### src/rtl/fpu_add_arbiter.sv
// fpu_add_arbiter: two-port round-robin front end for one FP adder controller.
// One transaction is in flight at a time, moving IDLE -> ISSUE -> WAIT -> RESPOND -> IDLE.
// Ports:
//   CLK, RST                         clock and synchronous active-high reset
//   Req_valid[1:0] / Req_ready[1:0]  request handshake (bit 0 = port A, bit 1 = port B)
//   ReqA_op1/op2/mode, ReqB_op1/op2/mode   operands and mode of each requester
//   Rsp_valid[1:0] / Rsp_ready[1:0]  response handshake for each requester
//   Rsp_data, Rsp_exc                response word and exception code, shared by both requesters
//   Add_datain1/2, Add_mode, Add_data_valid        command to the adder controller
//   Add_dataout, Add_exc, Add_dataout_valid        result from the adder controller
//   Busy                             high whenever the state is not IDLE
//   Timeout_flag                     sticky timeout indicator
// Optional feature: define FPU_ADD_ARB_TIMEOUT_EN to enable the WAIT watchdog.
//   The watchdog returns a quiet NaN with exception 3'b111 after TIMEOUT_CYCLES cycles in WAIT.
module fpu_add_arbiter #(
    parameter int TIMEOUT_CYCLES = 64
) (
    input  logic        CLK,
    input  logic        RST,
    input  logic [1:0]  Req_valid,
    output logic [1:0]  Req_ready,
    input  logic [31:0] ReqA_op1,
    input  logic [31:0] ReqA_op2,
    input  logic [31:0] ReqB_op1,
    input  logic [31:0] ReqB_op2,
    input  logic [2:0]  ReqA_mode,
    input  logic [2:0]  ReqB_mode,
    output logic [1:0]  Rsp_valid,
    input  logic [1:0]  Rsp_ready,
    output logic [31:0] Rsp_data,
    output logic [2:0]  Rsp_exc,
    output logic [31:0] Add_datain1,
    output logic [31:0] Add_datain2,
    output logic [2:0]  Add_mode,
    output logic        Add_data_valid,
    input  logic [31:0] Add_dataout,
    input  logic [2:0]  Add_exc,
    input  logic        Add_dataout_valid,
    output logic        Busy,
    output logic        Timeout_flag
);
    typedef enum logic [1:0] {IDLE, ISSUE, WAIT, RESPOND} state_t;
    state_t      state_q, state_d;
    logic        prio_q, prio_d;
    logic        gnt_q, gnt_d;
    logic [31:0] op1_q, op1_d;
    logic [31:0] op2_q, op2_d;
    logic [2:0]  mode_q, mode_d;
    logic [31:0] res_q, res_d;
    logic [2:0]  exc_q, exc_d;
    logic        sel;
    logic        active;
`ifdef FPU_ADD_ARB_TIMEOUT_EN
    localparam int CW = $clog2(TIMEOUT_CYCLES + 1);
    logic [CW-1:0] cnt_q, cnt_d;
    logic          flag_q, flag_d;
`endif
    // prio_q names the port that wins a tie; a lone requester always wins.
    assign sel    = (Req_valid == 2'b11) ? prio_q : (Req_valid == 2'b10);
    assign active = (state_q != IDLE);
    always_comb begin
        state_d = state_q;
        prio_d  = prio_q;
        gnt_d   = gnt_q;
        op1_d   = op1_q;
        op2_d   = op2_q;
        mode_d  = mode_q;
        res_d   = res_q;
        exc_d   = exc_q;
`ifdef FPU_ADD_ARB_TIMEOUT_EN
        cnt_d   = '0;
        flag_d  = flag_q;
`endif
        unique case (state_q)
            IDLE: begin
                if (|Req_valid) begin
                    state_d = ISSUE;
                    gnt_d   = sel;
                    op1_d   = sel ? ReqB_op1 : ReqA_op1;
                    op2_d   = sel ? ReqB_op2 : ReqA_op2;
                    mode_d  = sel ? ReqB_mode : ReqA_mode;
                end
            end
            ISSUE: state_d = WAIT;
            WAIT: begin
                if (Add_dataout_valid) begin
                    state_d = RESPOND;
                    res_d   = Add_dataout;
                    exc_d   = Add_exc;
                end
`ifdef FPU_ADD_ARB_TIMEOUT_EN
                else if (cnt_q == CW'(TIMEOUT_CYCLES - 1)) begin
                    state_d = RESPOND;
                    res_d   = 32'h7FC0_0000;
                    exc_d   = 3'b111;
                    flag_d  = 1'b1;
                end else begin
                    cnt_d = cnt_q + 1'b1;
                end
`endif
            end
            RESPOND: begin
                if (Rsp_ready[gnt_q]) begin
                    state_d = IDLE;
                    prio_d  = ~gnt_q;
                end
            end
        endcase
    end
    always_ff @(posedge CLK) begin
        if (RST) begin
            state_q <= IDLE;
            prio_q  <= 1'b0;
            gnt_q   <= 1'b0;
            op1_q   <= '0;
            op2_q   <= '0;
            mode_q  <= '0;
            res_q   <= '0;
            exc_q   <= '0;
`ifdef FPU_ADD_ARB_TIMEOUT_EN
            cnt_q   <= '0;
            flag_q  <= 1'b0;
`endif
        end else begin
            state_q <= state_d;
            prio_q  <= prio_d;
            gnt_q   <= gnt_d;
            op1_q   <= op1_d;
            op2_q   <= op2_d;
            mode_q  <= mode_d;
            res_q   <= res_d;
            exc_q   <= exc_d;
`ifdef FPU_ADD_ARB_TIMEOUT_EN
            cnt_q   <= cnt_d;
            flag_q  <= flag_d;
`endif
        end
    end
    assign Req_ready      = (!active && |Req_valid) ? (sel ? 2'b10 : 2'b01) : 2'b00;
    assign Add_data_valid = (state_q == ISSUE);
    assign Add_datain1    = active ? op1_q : '0;
    assign Add_datain2    = active ? op2_q : '0;
    assign Add_mode       = active ? mode_q : '0;
    assign Rsp_valid      = (state_q == RESPOND) ? (gnt_q ? 2'b10 : 2'b01) : 2'b00;
    assign Rsp_data       = (state_q == RESPOND) ? res_q : '0;
    assign Rsp_exc        = (state_q == RESPOND) ? exc_q : '0;
    assign Busy           = active;
`ifdef FPU_ADD_ARB_TIMEOUT_EN
    assign Timeout_flag   = flag_q;
`else
    assign Timeout_flag   = 1'b0;
`endif
endmodule

### config.mk
export PLATFORM = sky130hd
export DESIGN_NAME = fpu_add_arbiter
export DESIGN_NICKNAME = d
export VERILOG_FILES = /design/src/rtl/fpu_add_arbiter.sv
export SDC_FILE = /design/constraint.sdc
export NUM_CORES = 1
export LEC_CHECK = 0
export ABC_AREA = 1
export BUFFER_PORTS_ARGS = -buffer_cell sky130_fd_sc_hd__buf_2
export CAP_MARGIN = 20
export CORE_ASPECT_RATIO = 0.5
export CORE_UTILIZATION = 42
export DETAILED_ROUTE_END_ITERATION = 8
export PLACE_DENSITY = 0.77
export SLEW_MARGIN = 20
export SYNTH_ARGS = -nofsm -noshare
export SYNTH_HDL_FRONTEND = slang
export SYNTH_SLANG_ARGS = --single-unit
### constraint.sdc
create_clock -name CLK -period 1.53 [get_ports CLK]
set_input_delay 0 -clock CLK [delete_from_list [all_inputs] [get_ports CLK]]
set_output_delay 0 -clock CLK [all_outputs]
set_load 0.01 [all_outputs]
# Word-level counts from Yosys, hierarchy flattened
# Cells that the tools add are included.
dict set report totals {
  register_bits 106
  out_inout_bits 109
  word_cells 46
}
dict set report op_classes {
  magnitude_cmp 1
  eq_ne 8
  mux 19
  bitwise_logic 1
  reduce_logical 9
}
# op count
set ops {}
lappend ops {{$mux W32} 5}
lappend ops {{$mux W2} 7}
lappend ops {{$mux W3} 3}
lappend ops {{$eq A2 B2 Y1 const B} 4}
lappend ops {{$pmux W2 S4} 1}
lappend ops {{$ne A2 B2 Y1 const B} 3}
lappend ops {{$reduce_and A2 Y1} 3}
lappend ops {{$mux W1} 3}
lappend ops {{$reduce_and A3 Y1} 1}
lappend ops {{$eq A2 B1 Y1 const B} 1}
lappend ops {{$logic_not A2 Y1} 1}
lappend ops {{$lt A1 B2 Y1 const B} 1}
lappend ops {{$reduce_bool A2 Y1} 1}
lappend ops {{$reduce_or A2 Y1} 1}
lappend ops {{$logic_and A1 B1 Y1} 1}
lappend ops {{$logic_not A1 Y1} 1}
lappend ops {{$not A1 Y1} 1}

# Depth between registers and ports, before layout
dict set report depth {
  ltp_word 4
  depth_mapped 11
}

# Worst setup path before layout
# OpenSTA, ideal clock, no wires.
dict set report synth_timing {
  path_type {reg-to-reg}
  start {register state_q[0]}
  end {register op2_q[16]}
  setup_ps 128
  t_arrival_ps 1423
  required_ps 1402
  path_slack_ps -21
  path_stages_with_launch 12
  path_cell_list {dfxtp_1 inv_1 ha_1 buf_2 inv_1 nor2_2 nand2_1 buf_4 buf_6 nor2_1 nor2_1 nor2_1}
}
dict set report synth_between {
  elab_chain_cells 2
}
# item line
set synth_rtl {}
lappend synth_rtl {{from (decl)} 43} ;# state_t state_q, state_d;
lappend synth_rtl {{from (signal assigned)} 125} ;# state_q <= state_d;
lappend synth_rtl {{$logic_not A2 Y1} 74} ;# unique case (state_q)
lappend synth_rtl {{$reduce_and A2 Y1 (no line)} -}
lappend synth_rtl {{to (signal assigned)} 129} ;# op2_q <= op2_d;
lappend synth_rtl {{to (decl)} 47} ;# logic [31:0] op2_q, op2_d;
# No other way between the ends.
# A chain may end at the register's enable or synchronous reset.

# Final worst setup path
dict set report layout_timing {
  start {register state_q[1]}
  end {output Add_datain2[17]}
}
dict set report layout_between {
  elab_chain_cells 2
}
# item line
set layout_rtl {}
lappend layout_rtl {{$reduce_bool A2 Y1} 60} ;# assign active = (state_q != IDLE);
lappend layout_rtl {{$mux W32} 142} ;# assign Add_datain2 = active ? op2_q : '0;
lappend layout_rtl {{to (decl)} 33} ;# output logic [31:0] Add_datain2,
# No other way between the ends.

==> flow_metrics.tcl <==
set metrics [dict create \
    status "finished clean" \
    max_freq_mhz 654 \
    antenna_found_initial 0 \
    ant_nets 0 \
    yosysWarnings 0 \
    drt_iter0_markers 334 \
    seqCellArea_um2 2120 \
    p_total_uw 12200 \
    arrival_ns 1.53 \
    cp-startpoint "state_q[1]" \
    n_antenna_cell 0 \
    worst-setup-path-type "reg -> out" \
    synth_compound_area_share_pct 3.50 \
    synth_top_family_by_area "simple AND/OR/NAND/NOR gates" \
    synth_simple_gate_area_share_pct 41.6 \
    grt_start_max_net_pins 81 \
    cts_sinks 106 \
    final_common_cell "buf_2" \
    r2r_cells 9 \
    worstPathCellList "inv_2, ha_4, buf_16, nor2_1, buf_2" \
    power.leakage_uw 0.00497 \
    numCtsBuffers 9 \
    critPathCaptureType "output port" \
    synthMuxAreaShare_pct 0 \
    io_pins 285 \
    htreeDepth 3 \
    totalWireLength_um 18900 \
    rows 29 \
    post-route-period-util_pct 99.9 \
    gp_congestion 0.908 \
    path_clk_slew_ns 0.07 \
    cp_slowest_cell "dfxtp_2" \
    fin_nets 1494 \
    place_hpwl_um 12200 \
    fin_util_pct 65.9 \
    fillCellCount 1139 \
    critical_path_required_ns 1.53 \
    setup_violations 0 \
    syn_area_um2 5820 \
    start_util_pct 44.5 \
    die_h_um 85.3 \
    core_area_um2 13100 \
    avgViaCountPerCell 4.79 \
    reg2reg_from "state_q[1]" \
    die_area_um2 14400 \
    ys_seq_area_share_pct 36.4 \
    drc 0 \
    area_growth_syn_to_layout_pct 48.1 \
    critPathMaxFanout 80 \
    whs_ns 0.00493 \
    r2r_slack_ns 0.09 \
    die_width_um 169 \
    avgSynthCellArea_um2 5.88 \
    finalHoldViolCount 0 \
    hold_start "ReqA_op1[19]" \
    ys_ff_latch 106 \
    rsz0062_at_grt "yes" \
    fin_ws_ns 0.00118 \
    fin_skew_ns 0.0150 \
    worstSetupStartpointType "flop" \
    grt.total_usage_pct 25.9 \
    multiInputGateArea_um2 2770 \
    finalMaxSlewViolations 0 \
    dp_slack_ns 0.0607 \
    drt-pass1-iter-count 4 \
    wire_per_inst_um 12.5 \
    max_stage_delay_ns 0.33 \
    grt_pass1_vias 6765 \
    synth_xor_area_share_pct 0 \
    cap_viol_max_count 0 \
    vias 7203 \
    yosys.area_share.adder_pct 0.859 \
    layout_min_cycle_time_ns 1.53 \
    r2r-end "op2_q[1]" \
    peakVddDrop_mv 0.869 \
    final_cell_mix "283 x buf_2, 277 x nor2_1, 180 x nand2_1, 180 x inv_1, 104 x dfxtp_1" \
    grt-ovfl-total 0 \
    min_path_type "in -> reg" \
    clock_path_buffers 2 \
    grt_pass1_wl_um 30600 \
    synth_nets 1170 \
    port_buffers 283 \
    endpoint "Add_datain2[17]" \
    ys_types 18 \
    drive_gt1_share_pct 27.2 \
    cts_tree "done" \
    cts_root_buffer "clkbuf_16" \
    synth_cells 990 \
    power_density_nw_per_um2 1410 \
    worstSkewPairLatency_ns 0.35 \
]
how the worst min path moves through the flow:
stage / to / slack, ns / cells after the start
2_1_floorplan: exc_q[0] / 0.17 / 2
3_3_place_gp: res_q[22] / 0.25 / 3
3_5_place_dp: res_q[26] / 0.26 / 3
4_1_cts: op2_q[10] / 0.0003 / 5
5_1_grt: op2_q[18] / 0.007 / 5
6_report: op1_q[19] / 0.005 / 5
area by class of cell:
type                       count  share of cell area, %
multi-input combinational    630                   32.1
clock buffer                  10                   2.77
tap                          186                   2.70
inverter                     184                   8.01
sequential                   106                   24.6
clock inverter                 6                  0.551
timing repair buffer         383                   29.3
cell usage after synthesis:
cell      instances  share of area [%]
clkbuf_1         23                1.5
nand4_1          67                7.2
clkinv_1          1              0.064
o21ai_0          36                3.1
nand3_1          42                3.6
nor2_2            2               0.21
buf_6             1               0.19
dfxtp_1         106                 36
conb_1            1              0.064
a21oi_1           3               0.26
nor2_1          291                 19
buf_4             7               0.90
buf_1            10               0.64
ha_1              4               0.86
nand2_1         183                 12
buf_2            29                2.5
inv_1           183                 12
o21ai_2           1               0.15
kinds of logic after synthesis:
family,after synthesis
adders and majority gates,4
AOI/OAI and AO/OA,40
DFF,106
other,1
and+or+nand+nor,585
buffers and inverters,254
state kept, by name, summed over array words and instances (netlist names):
register	count
state_q	2
gnt_q	1
exc_q	3
op2_q	32
op1_q	32
mode_q	3
prio_q	1
res_q	32
per-stage QoR:
step	cells	cell area (um^2)	TNS (ns)
finish	1505	8630	0
global route	1505	8630	-1.42
CTS	1501	8500	-0.0106
detailed placement	1412	7430	0
global placement	1412	7430	0
floorplan	990	5820	0
repair_timing:
| action | 4_1_cts | 5_1_grt |
|---|---|---|
| endpoints found under the hold margin | 68 | 0 |
| setup buffers | 4 | 3 |
| pin swaps | 2 | 5 |
| gates cloned | 1 | 2 |
| hold buffers | 68 | 0 |
| endpoints found under the setup margin | 78 | 109 |
| gates resized for setup | 11 | 23 |
per-layer routing:
metal / vias to the layer above / share of wire (%) / global-route usage (%)
li1: 3602 / - / -
met1: 3207 / 42 / 29.9
met2: 332 / 49 / 46.5
met3: 62 / 6.7 / 5.69
met4: 0 / 3.0 / 11.3
met5: - / 0 / 0
worst max-delay path, delay by kind of cell (launching register included):
kind                     cells  cell delay (ns)
buffers and inverters        3             0.50
flip-flops                   1             0.33
adder cells (fa/ha/maj)      1             0.21
AND/OR/NAND/NOR              1             0.10
power breakdown:
group / internal [uW] / switching (uW) / leakage, uW
Combinational: 2470 / 3690 / 0.00396
Sequential: 3420 / 342 / 0.000870
Clock: 1170 / 1090 / 0.000145
(Power assumes the default switching activity.)
